### config.mk
export PLATFORM = sky130hd
export DESIGN_NAME = rtc_disp_fmt
export DESIGN_NICKNAME = d
export VERILOG_FILES = /design/src/rtl/rtc_disp_fmt_pkg.sv /design/src/rtl/rtc_disp_fmt_pulse_div.sv /design/src/rtl/rtc_disp_fmt.sv
export SDC_FILE = /design/constraint.sdc
export NUM_CORES = 1
export LEC_CHECK = 0
export ABC_AREA = 1
export BUFFER_PORTS_ARGS = -buffer_cell sky130_fd_sc_hd__clkbuf_2
export CAP_MARGIN = 20
export CORE_ASPECT_RATIO = 1.1
export CORE_MARGIN = 10
export CORE_UTILIZATION = 43
export CTS_CLUSTER_DIAMETER = 100
export CTS_CLUSTER_SIZE = 40
export DETAILED_ROUTE_END_ITERATION = 7
export PLACE_DENSITY = 0.67
export SYNTH_ARGS = -nofsm -noshare
export SYNTH_HDL_FRONTEND = slang
export SYNTH_SLANG_ARGS = --single-unit
### constraint.sdc
create_clock -name clk -period 5.01 [get_ports clk]
set_clock_uncertainty 0.15 [all_clocks]
set_input_delay 1.503 -clock clk [delete_from_list [all_inputs] [get_ports clk]]
set_output_delay 1.503 -clock clk [all_outputs]
set_load 0.01 [all_outputs]
### src/rtl/rtc_disp_fmt_pkg.sv
// Shared types and constants for the RTC display formatter.
// Latency: n/a (types, constants and a combinational helper only).
// Backpressure: n/a.
// Contents: mode and FSM enums, snapshot struct, blank/dp constants,
// edit-field codes, and a BCD range check used when FMT_BCD_CHECK_EN is defined.
package rtc_fmt_pkg;

    typedef enum logic {
        MODE_HM,
        MODE_MS
    } mode_e;

    typedef enum logic [1:0] {
        ST_WAIT,
        ST_LIVE,
        ST_STALE
    } state_e;

    // Latched time snapshot, all fields BCD {tens,ones}
    typedef struct packed {
        logic [7:0] hr;
        logic [7:0] mn;
        logic [7:0] sc;
    } snap_t;

    localparam logic [3:0] DIGIT_BLANK = 4'hF;
    localparam logic       DP_OFF      = 1'b1;

    localparam logic [1:0] FIELD_SEC   = 2'd0;
    localparam logic [1:0] FIELD_MIN   = 2'd1;
    localparam logic [1:0] FIELD_HOUR  = 2'd2;
    localparam logic [1:0] FIELD_NONE  = 2'd3;

    // True when sec/min are 00..59 and hour is 00..23 in valid BCD
    function automatic logic bcd_ok(input logic [7:0] s, input logic [7:0] m,
                                    input logic [7:0] h);
        return (s[3:0] <= 4'd9) && (s[7:4] <= 4'd5) &&
               (m[3:0] <= 4'd9) && (m[7:4] <= 4'd5) &&
               (h[3:0] <= 4'd9) && (h <= 8'h23);
    endfunction

endpackage

### src/rtl/rtc_disp_fmt_pulse_div.sv
// Free-running cycle divider: tick_o is high for one cycle every DIV cycles.
// Latency: first tick DIV-1 cycles after reset release or after clr_i.
// Backpressure: none; clr_i restarts the count from zero on the next cycle.
// Ports: clk, rst (async, active-high), clr_i (sync restart), tick_o (wrap pulse).
module pulse_div #(
    parameter int unsigned DIV = 2
) (
    input  logic clk,
    input  logic rst,
    input  logic clr_i,
    output logic tick_o
);

    localparam int unsigned CW = (DIV > 1) ? $clog2(DIV) : 1;

    logic [CW-1:0] cnt_q, cnt_d;
    logic          wrap;

    assign wrap   = (cnt_q == CW'(DIV - 1));
    // Pulse follows the count even on a clr_i cycle; callers give clr_i priority
    assign tick_o = wrap;

    always_comb begin
        cnt_d = cnt_q + CW'(1);
        if (clr_i || wrap) begin
            cnt_d = '0;
        end
    end

    always_ff @(posedge clk or posedge rst) begin
        if (rst) begin
            cnt_q <= '0;
        end else begin
            cnt_q <= cnt_d;
        end
    end

endmodule

### src/rtl/rtc_disp_fmt.sv
// Formats the RTC BCD snapshot into 4 FND digit bytes, colon/dp bits and the scan tick.
// Latency: 1 cycle from time_valid / mode_btn to digit outputs; blanking is combinational.
// Backpressure: none; every time_valid strobe is taken (or rejected if FMT_BCD_CHECK_EN).
// Ports: time_valid/sec/min/hour snapshot in, mode_btn, edit_en/edit_sel in;
// scan_tick, d0..d3 (d0 rightmost, 8'h0F = blank), dot (active-low: [1] colon, [0] dp), stale out.
// Build option: FMT_BCD_CHECK_EN rejects out-of-range BCD snapshots and adds the sticky bad_bcd output.
module rtc_disp_fmt
    import rtc_fmt_pkg::*;
#(
    parameter int unsigned CLK_HZ   = 100_000_000,
    parameter int unsigned SCAN_HZ  = 1_000,
    parameter int unsigned BLINK_HZ = 2,
    parameter int unsigned STALE_MS = 2_000
) (
    input  logic       clk,
    input  logic       rst,
    input  logic       time_valid,
    input  logic [7:0] sec,
    input  logic [7:0] min,
    input  logic [7:0] hour,
    input  logic       mode_btn,
    input  logic       edit_en,
    input  logic [1:0] edit_sel,
    output logic       scan_tick,
    output logic [7:0] d0,
    output logic [7:0] d1,
    output logic [7:0] d2,
    output logic [7:0] d3,
    output logic [1:0] dot,
    output logic       stale
`ifdef FMT_BCD_CHECK_EN
    ,
    output logic       bad_bcd
`endif
);

    localparam int unsigned SCAN_DIV  = CLK_HZ / SCAN_HZ;
    localparam int unsigned BLINK_DIV = CLK_HZ / BLINK_HZ;
    localparam int unsigned MS_DIV    = CLK_HZ / 1000;
    localparam int unsigned WD_W      = $clog2(STALE_MS + 1);

    state_e          state_q, state_d;
    mode_e           mode_q, mode_d;
    snap_t           snap_q, snap_d;
    logic            phase_on_q, phase_on_d;
    logic            edit_en_q;
    logic [1:0]      edit_sel_q;
    logic [WD_W-1:0] wd_cnt_q, wd_cnt_d;

    logic            tv_ok;
    logic            restart;
    logic            phase_eff;
    logic            blink_tick;
    logic            ms_tick;
    logic            wd_expire;
    logic [7:0]      disp_hi, disp_lo;
    logic            blank_hi, blank_lo;

    // ---------------------------------------------------------------
    // Snapshot acceptance
    // ---------------------------------------------------------------
`ifdef FMT_BCD_CHECK_EN
    logic bad_bcd_q;

    assign tv_ok   = time_valid && bcd_ok(sec, min, hour);
    assign bad_bcd = bad_bcd_q;

    // Sticky until reset so firmware can see a past corrupt read
    always_ff @(posedge clk or posedge rst) begin
        if (rst) begin
            bad_bcd_q <= 1'b0;
        end else if (time_valid && !tv_ok) begin
            bad_bcd_q <= 1'b1;
        end
    end
`else
    assign tv_ok = time_valid;
`endif

    // ---------------------------------------------------------------
    // Timebases
    // ---------------------------------------------------------------
    pulse_div #(.DIV(SCAN_DIV)) u_scan_div (
        .clk    (clk),
        .rst    (rst),
        .clr_i  (1'b0),
        .tick_o (scan_tick)
    );

    // Entering edit or moving to another field restarts the blink so the
    // newly selected field is visible immediately
    assign restart = (edit_en && !edit_en_q) || (edit_sel != edit_sel_q);

    pulse_div #(.DIV(BLINK_DIV)) u_blink_div (
        .clk    (clk),
        .rst    (rst),
        .clr_i  (restart),
        .tick_o (blink_tick)
    );

    // Millisecond base for the watchdog, re-aligned to every accepted snapshot
    pulse_div #(.DIV(MS_DIV)) u_ms_div (
        .clk    (clk),
        .rst    (rst),
        .clr_i  (tv_ok),
        .tick_o (ms_tick)
    );

    assign wd_expire = ms_tick && (wd_cnt_q == WD_W'(STALE_MS - 1));

    // ---------------------------------------------------------------
    // Datapath next-state
    // ---------------------------------------------------------------
    always_comb begin
        snap_d     = snap_q;
        mode_d     = mode_q;
        phase_on_d = phase_on_q;
        wd_cnt_d   = wd_cnt_q;

        if (tv_ok) begin
            snap_d = '{hr: hour, mn: min, sc: sec};
        end

        if (mode_btn) begin
            mode_d = (mode_q == MODE_HM) ? MODE_MS : MODE_HM;
        end

        if (restart) begin
            phase_on_d = 1'b1;
        end else if (blink_tick) begin
            phase_on_d = !phase_on_q;
        end

        // Saturates at STALE_MS so it cannot wrap while stale
        if (tv_ok) begin
            wd_cnt_d = '0;
        end else if (ms_tick && (wd_cnt_q != WD_W'(STALE_MS))) begin
            wd_cnt_d = wd_cnt_q + WD_W'(1);
        end
    end

    always_ff @(posedge clk or posedge rst) begin
        if (rst) begin
            state_q    <= ST_WAIT;
            mode_q     <= MODE_HM;
            snap_q     <= '0;
            phase_on_q <= 1'b1;
            edit_en_q  <= 1'b0;
            edit_sel_q <= FIELD_NONE;
            wd_cnt_q   <= '0;
        end else begin
            state_q    <= state_d;
            mode_q     <= mode_d;
            snap_q     <= snap_d;
            phase_on_q <= phase_on_d;
            edit_en_q  <= edit_en;
            edit_sel_q <= edit_sel;
            wd_cnt_q   <= wd_cnt_d;
        end
    end

    // ---------------------------------------------------------------
    // Digit selection and edit blanking
    // ---------------------------------------------------------------
    // On a restart cycle the phase register has not yet been forced ON
    assign phase_eff = restart ? 1'b1 : phase_on_q;

    always_comb begin
        disp_hi  = snap_q.hr;
        disp_lo  = snap_q.mn;
        blank_hi = 1'b0;
        blank_lo = 1'b0;

        if (mode_q == MODE_MS) begin
            disp_hi = snap_q.mn;
            disp_lo = snap_q.sc;
        end

        // Only a field currently on the display can blink
        if (edit_en && !phase_eff) begin
            if (mode_q == MODE_HM) begin
                blank_hi = (edit_sel == FIELD_HOUR);
                blank_lo = (edit_sel == FIELD_MIN);
            end else begin
                blank_hi = (edit_sel == FIELD_MIN);
                blank_lo = (edit_sel == FIELD_SEC);
            end
        end
    end

    // ---------------------------------------------------------------
    // Freshness FSM and outputs
    // ---------------------------------------------------------------
    always_comb begin
        state_d = state_q;
        d3      = {4'h0, DIGIT_BLANK};
        d2      = {4'h0, DIGIT_BLANK};
        d1      = {4'h0, DIGIT_BLANK};
        d0      = {4'h0, DIGIT_BLANK};
        dot     = {DP_OFF, DP_OFF};
        stale   = 1'b1;

        unique case (state_q)
            ST_WAIT: begin
                if (tv_ok) begin
                    state_d = ST_LIVE;
                end
            end
            ST_LIVE: begin
                if (!tv_ok && wd_expire) begin
                    state_d = ST_STALE;
                end
                stale  = 1'b0;
                d3     = {4'h0, blank_hi ? DIGIT_BLANK : disp_hi[7:4]};
                d2     = {4'h0, blank_hi ? DIGIT_BLANK : disp_hi[3:0]};
                d1     = {4'h0, blank_lo ? DIGIT_BLANK : disp_lo[7:4]};
                d0     = {4'h0, blank_lo ? DIGIT_BLANK : disp_lo[3:0]};
                // Colon held steady during edit so the blinking field stands out
                dot[1] = (edit_en || phase_eff) ? 1'b0 : DP_OFF;
                dot[0] = edit_en ? 1'b0 : DP_OFF;
            end
            ST_STALE: begin
                if (tv_ok) begin
                    state_d = ST_LIVE;
                end
            end
            default: begin
                state_d = ST_WAIT;
            end
        endcase
    end

endmodule

# [Yosys cells after proc, flatten, opt, wreduce, memory -nomap -nowiden]
# Cells that the tools add are included.
# W data, S select, Z words.
[totals] regBits=102 input_bits=31 out_inout_bits=36 word_cells=77
[classes] addsub=4 eq_ne=12 n_mux=30 reduce_logical=19
[ops] operator="$add A17 B1 Y17 const B" n=2
[ops] operator="$eq A17 B17 Y1 const B" n=2
[ops] operator="$mux W17" n=2
[ops] operator="$mux W4" n=8
[ops] operator="$add A26 B1 Y26 const B" n=1
[ops] operator="$eq A26 B26 Y1 const B" n=1
[ops] operator="$mux W26" n=1
[ops] operator="$mux W11" n=2
[ops] operator="$mux W8" n=2
[ops] operator="$add A11 B1 Y11 const B" n=1
[ops] operator="$eq A11 B11 Y1 const B" n=1
[ops] operator="$mux W1" n=11
[ops] operator="$ne A11 B11 Y1 const B" n=1
[ops] operator="$mux W2" n=3
[ops] operator="$logic_and A1 B1 Y1" n=5
[ops] operator="$eq A2 B1 Y1 const B" n=2
[ops] operator="$eq A2 B2 Y1 const B" n=2
[ops] operator="$logic_not A1 Y1" n=4
[ops] operator="$logic_not A2 Y1" n=2
[ops] operator="$logic_or A1 B1 Y1" n=4
[ops] operator="$pmux W2 S2" n=1
[ops] operator="$reduce_bool A2 Y1" n=2
[ops] operator="$ne A2 B1 Y1 const B" n=1
[ops] operator="$ne A2 B2 Y1" n=1
[ops] operator="3 further kinds" n=3

# [Depth between registers and ports, before layout]
# Gate-level depths: netlist (run 1).
[depth] word_depth=9 mapped_depth=10 depth_no_buf=9

# [Hierarchy]
# A second synthesis (run 1) with hierarchy kept.
[hier_totals] cells_unflattened=810 area_unflattened_um2=6109.6
[by_module_without_submodules] module="rtc_disp_fmt" n_inst=1 cells_each=316 area_per_inst_um2=2401.1 seq_area_each_um2=1054.8
[by_module_without_submodules] module="pulse_div at u_ms_div ..." n_inst=2 cells_each=132 area_per_inst_um2=1032.2 seq_area_each_um2=425.4
[by_module_without_submodules] module="pulse_div at u_blink_div" n_inst=1 cells_each=230 area_per_inst_um2=1644.1 seq_area_each_um2=650.6

# [Worst setup path before layout (run 1)]
# No wires, ideal clock.
[synth_path] path_type="input -> output" start="input port edit_sel[0]" end="output port d0[0]" t_arrival_ns=2.310 t_required_ns=3.357 setup_slack_ns=1.047 cell_stages=8 path_buffers=0 path_cell_list="inv_2 nand2_2 nand2_2 nor3_4 nand2_2 nor2_4 nand2_2 nand2_1"
[synth_between] elab_chain_len=8 elab_cells_between_ends=11 cone_classes="2 x eq/ne; 5 x mux; 4 x reduce/logical"
[synth_lines] element="from (decl)" line="rtc_disp_fmt.sv:23" rtl="input logic [1:0] edit_sel,"
[synth_lines] element="$ne A2 B2 Y1" line="rtc_disp_fmt.sv:92" rtl="assign restart = (edit_en && !edit_en_q) || (edit_sel != edit_sel_q);"
[synth_lines] element="$logic_or A1 B1 Y1" line="rtc_disp_fmt.sv:92"
[synth_lines] element="$mux W1" line="rtc_disp_fmt.sv:166" rtl="assign phase_eff = restart ? 1'b1 : phase_on_q;"
[synth_lines] element="$logic_not A1 Y1" line="rtc_disp_fmt.sv:180" rtl="if (edit_en && !phase_eff) begin"
[synth_lines] element="$logic_and A1 B1 Y1" line="rtc_disp_fmt.sv:180"
[synth_lines] element="$mux W1 (*)" line="rtc_disp_fmt.sv:180"
[synth_lines] element="$mux W4 (*)" line="rtc_disp_fmt.sv:217" rtl="d0 = {4'h0, blank_lo ? DIGIT_BLANK : disp_lo[3:0]};"
[synth_lines] element="$mux W4 (*)" line="rtc_disp_fmt.sv:203" rtl="unique case (state_q)"
[synth_lines] element="to (decl)" line="rtc_disp_fmt.sv:25" rtl="output logic [7:0] d0,"
# Mark *: on every way between the ends. The rest lies on a longest branch, timed or not.

# [Final worst setup path (run 1)]
[layout_path] start="input port edit_sel[0]" end="output port d0[2]"
# The elaborated chain is that of the path after synthesis.

==> key figures, run 1 <==
Power and ir drop
  • Leak Pwr: approximately 3.1 nW
  • VDD IR max: approximately 0.15 mV
  • Pwr Density: 280 nW/um^2

Die
  • Initial core utilization: approximately 44%
  • Row cnt: between 40 and 50
  • Top Ports: 67
  • Core ar.: about 13000 um^2
  • Chip width: 132 um
  • Die area: 18800 um^2
  • Die H: approximately 140 um

Clock tree
  • Num CTS Buffers: 9
  • Sink Count: 102
  • Postcts setup bufs: 0
  • Clock Path Buffers: 2
  • CTS tree: built
  • H-tree Lvls: 3
  • Clk slew on worst S/H paths: 0.06 ns
  • Root Buffer: clkbuf_16
  • Post_cts resized: 0
  • Clock network latency to the later pin of the worst-skew pair: 0.35 ns
  • Cts hold-fix bufs: 0

Routing
  • Vias: about 4900
  • DRT iter0 DRCs: roughly 340
  • WL per Instance: 12.6 um
  • Final ANT Viol Nets: 0
  • Detailed Routing Iterations Pass 1: 4
  • Drt drc: 0
  • DRT Wirelength: between 10 and 15 mm
  • Vias/cell: 4.70

Synth
  • Warnings, synthesis: 0
  • Simple logic cell fraction of the synthesized area: between 30% and 40%
  • Post-synth ARST share: 100%
  • Distinct cells, synth: 33
  • Mapped Area: between 5000 and 6000 um^2
  • Compound-Gate Fraction of Synth Area: just under 5%
  • #FFs+latches synth: between 100 and 150
  • Post-synthesis adder-cell area fraction: about 1.1%
  • Area share of the leading cell type in the synthesized netlist: ~42%
  • Mux share of post-synthesis cell area: 0%
  • Cells after synthesis: a little over 800
  • Primary FF master, synth: dfrtp_1
  • Largest family of logic cells by synthesized area: simple AND/OR/NAND/NOR gates
  • Xor/xnor share of the synthesized area: under 10%
  • Post-synth EDFFs: 0
  • Ranking of synthesized cells by area: dfrtp_1, nand2_1, nor2_1
  • Sequential share of the synthesized area: between 40% and 50%
  • Syn Area/Cell: roughly 7.2 um^2
  • Cell taking the most area after synthesis: dfrtp_1
  • Most frequent cell after synthesis: nand2_1
  • Synth top cells by count: nand2_1, nor2_1, dfrtp_1, inv_1, nand3_1

STA
  • Min Tclk post-route: 4.38 ns
  • Max-slew violations: 0
  • Final setup fails: 0
  • Fin. Hold Viols: 0
  • Worst Hold Slack: a little over 0.3 ns
  • Final setup TNS: 0 ns
  • Final setup margin: ~0.63 ns
  • Unrepaired setup endpoints after global routing: no
  • Tcrit/Tclk final: 87.5%
  • Relative slew margins: a little over two fifths
  • Fmax: 0.228 GHz
  • Worst slew pin tran: between 0.8 and 0.9 ns

Min path
  • Hold Crit Class: reg2reg

Global route
  • All-layer global routing usage: about 14%
  • First-pass GRT wire length: approximately 22 mm
  • Vias in the first global route: between 4000 and 5000
  • Antenna violations before repair: 0
  • Largest net degree at the start of global routing: 70
  • Gr ovfl total: 0

Placed design
  • HPWL after DPL: 9.94 mm
  • RD Place Congestion: between 0.9 and 1
  • Pre-CTS setup slack: 0.612 ns
  • Placed cells: about 1000
  • Port-buffer cells: 50

Setup path
  • Crit end category: primary output
  • Setup Crit Path Kind: in2out
  • CP arrival: 2.73 ns
  • Max FO, Critical Path: 8
  • Required time of the critical path: 3.36 ns
  • Startpoint Class: input pin

Layout
  • Core Util, Final: 48.8%
  • Final nets: between 800 and 900
  • Fin cells: 1050
  • Inserted Diodes: 0
  • Layout cells sized above 1: between 10% and 20%
  • Layout area overhead: 10.5%

Status
  • Outcome: completed

Run
  • Max-Cap Viols: 0
## cell usage in the layout (no fill, tap or decap)
| cell | synthesis | layout |
|---|---|---|
| clkbuf_1 | 11 | 1 |
| o21ai_0 | 20 | 20 |
| xor2_1 | 24 | 24 |
| clkinv_1 | 1 | 1 |
| nand3_1 | 71 | 71 |
| nand2_1 | 213 | 213 |
| nand3_2 | 1 | 1 |
| clkinv_2 | 0 | 4 |
| nand4_1 | 13 | 13 |
| xnor2_1 | 9 | 9 |
| nor2_1 | 152 | 152 |
| o21a_1 | 2 | 2 |
| nand2_4 | 1 | 1 |
| clkbuf_16 | 0 | 9 |
| clkinv_4 | 0 | 1 |
| a21o_1 | 3 | 3 |
| inv_2 | 3 | 3 |
| nor3_1 | 23 | 23 |
| inv_6 | 0 | 1 |
| ha_1 | 5 | 5 |
| nor3b_1 | 1 | 1 |
| dfstp_2 | 3 | 3 |
| nor4_1 | 2 | 2 |
| a211oi_1 | 16 | 16 |
| nor2_4 | 2 | 2 |
| clkbuf_2 | 0 | 50 |
| dfrtp_1 | 99 | 99 |
| inv_1 | 96 | 95 |
| nand2_2 | 5 | 5 |
| conb_1 | 1 | 16 |
| nor2_2 | 4 | 4 |
| nor3_4 | 2 | 2 |
| a21oi_1 | 7 | 7 |
| nand3b_1 | 2 | 2 |
| buf_4 | 18 | 4 |
| inv_4 | 0 | 1 |
## through the flow
stage	cell area, um^2	power, W
final	6500	0.00182
after global routing	6500	0.00193
after CTS	6500	0.00186
after detailed placement	6240	0.00121
after global placement	6240	0.00121
after floorplan	5940	0.00111
## final timing paths
path	startpoint	to	slack [ns]	cells past startpoint
setup / recovery	edit_sel[0]	d0[2]	0.63	10
hold / removal	u_ms_div.cnt_q[0]$_DFF_PP0_	u_ms_div.cnt_q[0]$_DFF_PP0_	0.31	1
setup reg to reg	u_blink_div.cnt_q[0]$_DFF_PP0_	u_blink_div.cnt_q[14]$_DFF_PP0_	2.98	6
hold reg to reg	u_ms_div.cnt_q[0]$_DFF_PP0_	u_ms_div.cnt_q[0]$_DFF_PP0_	0.31	1
max in group asynchronous	rst	u_scan_div.cnt_q[14]$_DFF_PP0_	2.72	3
min in group asynchronous	rst	u_blink_div.cnt_q[23]$_DFF_PP0_	1.15	2
## registers in the layout, summed over array words and instances, names as in the netlist
signal and cells:
edit_en_q 1, state_q 2, edit_sel_q 2, snap_q 24, wd_cnt_q 11, mode_q 1
phase_on_q 1, u_ms_div.cnt_q 17, u_scan_div.cnt_q 17, u_blink_div.cnt_q 26
## worst max-delay path: stages
cell      delay (ns)
clkbuf_2        0.14
inv_2           0.05
nand2_2         0.05
nand2_2         0.06
nor3_4          0.29
nand2_2         0.11
nor2_4          0.13
nand2_2         0.15
nand2_1         0.10
clkbuf_2        0.13
## power by group
group	internal, W	total [W]	leakage (nW)	switching, W
Clock	0.000336	0.000637	0.136	0.000301
Combinational	0.000112	0.000320	1.64	0.000208
Sequential	0.000852	0.000866	1.34	0.0000140
## metal layers
| layer | up-vias | share of wire, % | track usage (%) |
|---|---|---|---|
| met5 | - | 0 | 0 |
| met4 | 0 | 1.2 | 4.39 |
| met3 | 11 | 4.0 | 3.86 |
| met2 | 84 | 50 | 24.5 |
| met1 | 2225 | 44 | 17.1 |
| li1 | 2612 | - | - |
## final cells by class
class | instances | area (um^2)
inverter | 100 | 378
timing repair buffer | 54 | 280
tap | 184 | 230
clock inverter | 6 | 37.5
multi-input combinational | 594 | 2790
sequential | 102 | 2560
fill | 1346 | 6820
clock buffer | 10 | 229
## logic make-up (layout without fill, tap and decap cells)
| family | count (synthesis) | count (layout) |
|---|---|---|
| AND/OR/NAND/NOR | 492 | 492 |
| other | 1 | 16 |
| buffers and inverters | 135 | 170 |
| AO/OA/AOI/OAI | 48 | 48 |
| XOR/XNOR | 33 | 33 |
| adder cells (fa/ha/maj) | 5 | 5 |
| flip-flops | 102 | 102 |
(Power assumes the default switching activity.)
==> run 2: changes to the inputs <==
Settings changed: CORE_UTILIZATION 43 to 59, PLACE_DENSITY 0.67 to 0.85, REMOVE_ABC_BUFFERS set to 1.
==> key figures, run 2 (synthesis results as in run 1) <==
Layout
  • Number of flip-flops in the largest register: 26 (unchanged)
  • Fin cells: 984 (was 1050)
  • Fillers: 861 (was 1346)
  • Layout cells sized above 1: 10.4% (was 10.5%)
  • Area of the multi-input gates: 2790 um^2 (unchanged)
  • Seq. cell area: 2560 um^2 (unchanged)
  • Most common cell after layout, fill and taps aside: nand2_1 (unchanged)
  • Top reg by flops: u_blink_div.cnt_q (unchanged)
  • Top flop regs: u_blink_div.cnt_q x26, snap_q x24 (unchanged)
  • Inserted Diodes: 0 (unchanged)
  • Final nets: 896 (was 897)
  • Layout area overhead: 7.50% (was 10.5%)
  • Commonest cells after routing, fill and taps aside: nand2_1, nor2_1, dfrtp_1, inv_1, nand3_1 (unchanged)

STA
  • Fin. Hold Viols: 0 (unchanged)
  • Min Tclk post-route: 4.41 ns (was 4.38 ns)
  • Tcrit/Tclk final: 88.0% (was 87.5%)
  • Relative slew margins: 27.4% (was 43.6%)
  • Unrepaired setup endpoints after global routing: no (unchanged)
  • Final setup TNS: 0 ns (unchanged)
  • Fmax: 0.227 GHz (was 0.228 GHz)
  • Worst slew pin tran: 1.09 ns (was 0.846 ns)
  • Max-slew violations: 0 (unchanged)
  • Final setup fails: 0 (unchanged)

Min path
  • Min-Delay Startpoint: snap_q[1]$_DFFE_PP0P_ (was u_ms_div.cnt_q[0]$_DFF_PP0_)
  • Hold Crit Class: reg2reg (unchanged)

Setup path
  • CP Cell Sequence: clkbuf_2 -> inv_2 -> nand2_2 -> nand2_2 -> nor3_4 -> nand2_2 -> nor2_4 -> nand2_2 -> nand2_1 -> clkbuf_2 (unchanged)
  • CP max stage delay: 0.29 ns (about the same)
  • Worst R2R Start: u_blink_div.cnt_q[0]$_DFF_PP0_ (unchanged)
  • Max FO, Critical Path: 8 (unchanged)
  • Critical path's slowest cell: nor3_4 (unchanged)
  • Required time of the critical path: 3.36 ns (about the same)
  • Crit-path leading delay family: simple AND/OR/NAND/NOR gates (unchanged)
  • Startpoint Class: input pin (unchanged)
  • Critical Path Start: edit_sel[0] (unchanged)
  • Crit end category: primary output (unchanged)
  • Crit path buf inv count: 3 (unchanged)
  • CP arrival: 2.76 ns (was 2.73 ns)
  • Most used cell along the critical path: nand2_2 (unchanged)
  • Setup Crit Path Kind: in2out (unchanged)

Power and ir drop
  • Switching share of total power: 31.3% (was 28.7%)
  • VDD IR max: 0.167 mV (was 0.148 mV)
  • Share of power burned in registers: 54.3% (was 47.5%)
  • Switching Power: 0.000522 W (was 0.000523 W)
  • Internal power: 0.00115 W (was 0.00130 W)
  • Pwr Density: 264 nW/um^2 (was 280 nW/um^2)
  • Leak Pwr: 3.07 nW (was 3.12 nW)
  • Logic pwr share: 16.7% (was 17.6%)
  • Clock group share of total power: 29.0% (was 34.9%)

Clock tree
  • Num CTS Buffers: 9 (unchanged)
  • CTS tree: built (unchanged)
  • H-tree Lvls: 3 (unchanged)
  • Sink Count: 102 (unchanged)
  • Post_cts resized: 0 (unchanged)
  • Clock Path Buffers: 2 (unchanged)
  • Clk slew on worst S/H paths: 0.10 ns (was 0.06 ns)
  • Root Buffer: clkbuf_8 (was clkbuf_16)
  • Cts hold-fix bufs: 0 (unchanged)
  • Clock network latency to the later pin of the worst-skew pair: 0.36 ns (was 0.35 ns)
  • Postcts setup bufs: 0 (unchanged)

Global route
  • GR peak layer: met2 (unchanged)
  • Vias in the first global route: 4891 (was 4593)
  • Global routing met2 resource utilization: 30.8% (was 24.5%)
  • Gr ovfl total: 0 (unchanged)
  • Largest net degree at the start of global routing: 77 (was 70)
  • Met1 usage: 22.2% (was 17.1%)
  • GR Util met3: 3.56% (was 3.86%)
  • Antenna violations before repair: 0 (unchanged)
  • First-pass GRT wire length: 21.9 mm (was 22.2 mm)
  • All-layer global routing usage: 18.4% (was 14.2%)

Die
  • Row cnt: 38 (was 44)
  • Die H: 125 um (was 143 um)
  • Core ar.: 9790 um^2 (was 13300 um^2)
  • Initial core utilization: 60.1% (was 44.2%)
  • Chip width: 115 um (was 132 um)
  • Top Ports: 67 (unchanged)
  • Die area: 14400 um^2 (was 18800 um^2)

Placed design
  • Port-buffer cells: 50 (unchanged)
  • HPWL after DPL: 9.85 mm (was 9.94 mm)
  • Placed cells: 969 (was 1034)
  • RD Place Congestion: 0.913 (was 0.905)

Routing
  • Vias: 5104 (was 4932)
  • Drt drc: 0 (unchanged)
  • WL per Instance: 13.3 um (was 12.6 um)
  • Vias/cell: 5.19 (was 4.70)
  • Detailed Routing Iterations Pass 1: 5 (was 4)
  • DRT Wirelength: 13.0 mm (was 13.2 mm)
  • Final ANT Viol Nets: 0 (unchanged)
  • DRT iter0 DRCs: 418 (was 343)

Run
  • Max-Cap Viols: 0 (unchanged)

Status
  • Outcome: completed (unchanged)
==> run 2: cell count changes in the layout (fill, tap and decap cells not counted) <==
cell	delta
clkbuf_1	-1
inv_8	+1
buf_4	-1
inv_6	+1
clkbuf_8	+9
clkbuf_16	-9
clkinvlp_4	+1
clkinv_2	-4
clkinv_4	+1
==> run 2: metrics by stage <==
step           hold WS (ns)  power, W  util [%]  cell area, um^2  worst slack (ns)
3_5_place_dp          0.310   0.00120      62.8             6150             0.606
5_1_grt               0.365   0.00175      64.6             6330             0.476
2_1_floorplan         0.283   0.00108         -             5730             0.686
4_1_cts               0.331   0.00169      64.6             6330             0.596
6_report              0.329   0.00167      64.6             6330             0.602
3_3_place_gp          0.304   0.00119      62.8             6150             0.651
==> run 2: power by group through the flow <==
stage	Combinational, W	Sequential [W]	Clock (W)
after floorplan	0.000170	0.000906	0
after global placement	0.000277	0.000917	0
after detailed placement	0.000281	0.000919	0
after CTS	0.000282	0.000904	0.000500
after global routing	0.000309	0.000911	0.000532
final	0.000278	0.000905	0.000484
==> run 2: cell type report <==
| cell class | count | area share, % |
|---|---|---|
| clock buffer | 9 | 1.96 |
| clock inverter | 6 | 0.850 |
| sequential | 102 | 40.4 |
| tap | 120 | 2.37 |
| multi-input combinational | 594 | 44.1 |
| timing repair buffer | 53 | 4.31 |
| inverter | 100 | 5.97 |
==> run 2: final timing paths <==
path	slack, ns	cells past startpoint	to
max in group asynchronous	2.72	3	phase_on_q$_DFFE_PP1N_
hold reg to reg	0.33	2	snap_q[1]$_DFFE_PP0P_
setup reg to reg	3.01	8	u_blink_div.cnt_q[25]$_DFF_PP0_
min in group asynchronous	1.18	2	u_scan_div.cnt_q[14]$_DFF_PP0_
hold / removal	0.33	2	snap_q[1]$_DFFE_PP0P_
setup / recovery	0.60	10	d0[2]
==> run 2: tightest hold or removal path, stage by stage, from the launching register on <==
cell and delay [ns]:
dfrtp_1 0.35, nand2_1 0.05, nand2_1 0.05
==> run 2: per-layer routing <==
metal,routed length (um),part of all wire (%)
met5,0,0
met4,393,3.0
met3,523,4.0
met2,6610,51
met1,5520,42
==> run 3: changes to the inputs <==
Settings changed: ABC_AREA 1 to not set, CORE_UTILIZATION 59 to 58.
==> key figures, run 3 <==
STA
  • Min Tclk post-route: 4.70 ns (was 4.41 ns)
  • Max-slew violations: 0 (unchanged)
  • Worst slew pin tran: 0.925 ns (was 1.09 ns)
  • Final setup fails: 0 (unchanged)
  • Final setup TNS: 0 ns (unchanged)
  • Fin. Hold Viols: 0 (unchanged)
  • Fmax: 0.213 GHz (was 0.227 GHz)
  • Relative slew margins: 37.8% (was 27.4%)
  • Unrepaired setup endpoints after global routing: no (unchanged)
  • Tcrit/Tclk final: 93.8% (was 88.0%)

Die
  • Top Ports: 67 (unchanged)
  • Row cnt: 35 (was 38)
  • Initial core utilization: 60.1% (about the same)
  • Core ar.: 8450 um^2 (was 9790 um^2)
  • Die area: 12900 um^2 (was 14400 um^2)
  • Die H: 118 um (was 125 um)
  • Chip width: 109 um (was 115 um)

Layout
  • Fin cells: 653 (was 984)
  • Area of the multi-input gates: 2370 um^2 (was 2790 um^2)
  • Layout area overhead: 9.90% (was 7.50%)
  • Top reg by flops: u_blink_div.cnt_q (unchanged)
  • Number of flip-flops in the largest register: 26 (unchanged)
  • Final nets: 573 (was 896)
  • Seq. cell area: 2560 um^2 (unchanged)
  • Inserted Diodes: 0 (unchanged)
  • Most common cell after layout, fill and taps aside: dfrtp_1 (was nand2_1)
  • Top flop regs: u_blink_div.cnt_q x26, snap_q x24 (unchanged)
  • Commonest cells after routing, fill and taps aside: dfrtp_1, nor2_1, clkbuf_2, nand2_1, xor2_1 (was nand2_1, nor2_1, dfrtp_1, inv_1, nand3_1)
  • Fillers: 618 (was 861)
  • Layout cells sized above 1: 19.9% (was 10.4%)

Routing
  • DRT Wirelength: 9.67 mm (was 13.0 mm)
  • Vias: 3593 (was 5104)
  • Drt drc: 0 (unchanged)
  • Final ANT Viol Nets: 0 (unchanged)
  • Vias/cell: 5.50 (was 5.19)
  • Detailed Routing Iterations Pass 1: 6 (was 5)
  • DRT iter0 DRCs: 212 (was 418)
  • WL per Instance: 14.8 um (was 13.3 um)

Run
  • Max-Cap Viols: 0 (unchanged)

Min path
  • Hold Crit Class: reg2reg (unchanged)

Setup path
  • CP arrival: 3.05 ns (was 2.76 ns)
  • CP Cell Sequence: clkbuf_2 -> xnor2_1 -> nand3_1 -> nor2_1 -> a31oi_1 -> nand2_1 -> clkbuf_2 (was clkbuf_2 -> inv_2 -> nand2_2 -> nand2_2 -> nor3_4 -> nand2_2 -> nor2_4 -> nand2_2 -> nand2_1 -> clkbuf_2)
  • CP max stage delay: 0.68 ns (was 0.29 ns)
  • Setup Crit Path Kind: in2out (unchanged)
  • Crit end category: primary output (unchanged)
  • Required time of the critical path: 3.36 ns (about the same)
  • Startpoint Class: input pin (unchanged)
  • Critical path's slowest cell: a31oi_1 (was nor3_4)
  • Most used cell along the critical path: clkbuf_2 (was nand2_2)
  • Max FO, Critical Path: 8 (unchanged)

Placed design
  • Port-buffer cells: 50 (unchanged)
  • HPWL after DPL: 7.02 mm (was 9.85 mm)
  • RD Place Congestion: 0.863 (was 0.913)
  • Placed cells: 637 (was 969)

Clock tree
  • Post_cts resized: 0 (unchanged)
  • Clock Path Buffers: 2 (unchanged)
  • Root Buffer: clkbuf_8 (unchanged)
  • Cts hold-fix bufs: 0 (unchanged)
  • CTS tree: built (unchanged)
  • Clk slew on worst S/H paths: 0.10 ns (about the same)
  • Clock network latency to the later pin of the worst-skew pair: 0.36 ns (about the same)
  • Sink Count: 102 (unchanged)
  • Num CTS Buffers: 9 (unchanged)
  • Postcts setup bufs: 0 (unchanged)
  • H-tree Lvls: 3 (unchanged)

Synth
  • Post-synth ARST share: 100% (unchanged)
  • Post-synth EDFFs: 0 (unchanged)
  • Warnings, synthesis: 0 (unchanged)
  • Most frequent cell after synthesis: dfrtp_1 (was nand2_1)
  • #FFs+latches synth: 102 (unchanged)
  • Area share of the leading cell type in the synthesized netlist: 48.7% (was 42.1%)
  • Syn Area/Cell: 10.5 um^2 (was 7.21 um^2)
  • Ranking of synthesized cells by area: dfrtp_1, xor2_1, nor2_1 (was dfrtp_1, nand2_1, nor2_1)
  • Distinct cells, synth: 47 (was 33)
  • Cell taking the most area after synthesis: dfrtp_1 (unchanged)
  • Sequential share of the synthesized area: 50.3% (was 43.4%)
  • Primary FF master, synth: dfrtp_1 (unchanged)
  • Cells after synthesis: 485 (was 816)
  • Synth top cells by count: dfrtp_1, nor2_1, nand2_1, xor2_1, xnor2_1 (was nand2_1, nor2_1, dfrtp_1, inv_1, nand3_1)
  • Mapped Area: 5080 um^2 (was 5890 um^2)

Global route
  • Vias in the first global route: 3688 (was 4891)
  • All-layer global routing usage: 15.3% (was 18.4%)
  • Largest net degree at the start of global routing: 71 (was 77)
  • Gr ovfl total: 0 (unchanged)
  • Antenna violations before repair: 0 (unchanged)
  • First-pass GRT wire length: 16.5 mm (was 21.9 mm)

Power and ir drop
  • Pwr Density: 301 nW/um^2 (was 264 nW/um^2)
  • Share of power burned in registers: 51.7% (was 54.3%)
  • Logic pwr share: 16.6% (was 16.7%)
  • VDD IR max: 0.212 mV (was 0.167 mV)
  • Internal power: 0.00121 W (was 0.00115 W)
  • Clock group share of total power: 31.7% (was 29.0%)
  • Leak Pwr: 2.57 nW (was 3.07 nW)
  • Switching share of total power: 27.9% (was 31.3%)
  • Switching Power: 0.000468 W (was 0.000522 W)

Status
  • Outcome: completed (unchanged)
[run 3: final cells by class]
type / count / share of cell area, %
multi-input cells: 360 / 42.4
well taps: 111 / 2.49
clock inverters: 7 / 1.48
flip-flops and latches: 102 / 45.8
repair buffers: 53 / 4.88
clock buffers: 9 / 2.22
inverters: 11 / 0.784
[run 3: path summary, 6_finish.rpt]
kind	end	cells past startpoint	slack, ns	startpoint
setup / recovery	d0[0]	7	0.31	edit_sel[0]
hold / removal	u_scan_div.cnt_q[0]$_DFF_PP0_	1	0.34	u_scan_div.cnt_q[0]$_DFF_PP0_
setup reg to reg	u_blink_div.cnt_q[22]$_DFF_PP0_	6	2.64	u_blink_div.cnt_q[0]$_DFF_PP0_
hold reg to reg	u_scan_div.cnt_q[0]$_DFF_PP0_	1	0.34	u_scan_div.cnt_q[0]$_DFF_PP0_
max in group asynchronous	u_blink_div.cnt_q[8]$_DFF_PP0_	3	2.81	rst
min in group asynchronous	snap_q[15]$_DFFE_PP0P_	2	1.14	rst
[run 3: power by group through the flow]
stage               registers [W]  clock network (W)  logic (W)
floorplan                0.000907                  0   0.000157
global placement         0.000882                  0   0.000278
detailed placement       0.000885                  0   0.000282
CTS                      0.000869           0.000541   0.000284
global route             0.000872           0.000572   0.000309
finish                   0.000868           0.000532   0.000279
[run 3: logic make-up after synthesis]
| logic type | Yosys count | synth area share, % |
|---|---|---|
| flip-flops | 102 | 50.3 |
| other | 1 | 0.0738 |
| multiplexers | 41 | 8.67 |
| adder cells (fa/ha/maj) | 5 | 1.23 |
| buffers and inverters | 38 | 4.23 |
| AND/OR/NAND/NOR | 218 | 22.2 |
| AO/OA/AOI/OAI | 15 | 2.09 |
| XOR/XNOR | 65 | 11.2 |
[run 3: through the flow]
step	setup slack [ns]	hold WS (ns)	total power (W)	util, %	instance area, um^2
floorplan	0.686	0.298	0.00106	-	4960
global placement	0.446	0.312	0.00116	63.6	5380
detailed placement	0.300	0.323	0.00117	63.6	5380
CTS	0.286	0.344	0.00169	66.1	5590
global route	0.161	0.351	0.00175	66.1	5590
finish	0.311	0.342	0.00168	66.1	5590
[run 3: layer usage]
layer  share of wire (%)  global-route usage [%]  up-vias
li1                    -                       -     1731
met1                  44                    19.4     1767
met2                  48                    24.4       81
met3                 6.0                    4.13       14
met4                 1.5                    5.46        0
met5                   0                       0        -
[run 3: worst max-delay path: cells and delay by family]
kind | cells | cell delay, ns
XOR/XNOR | 1 | 0.14
AND/OR/NAND/NOR | 3 | 0.41
buffers and inverters | 2 | 0.32
AO/OA/AOI/OAI | 1 | 0.68
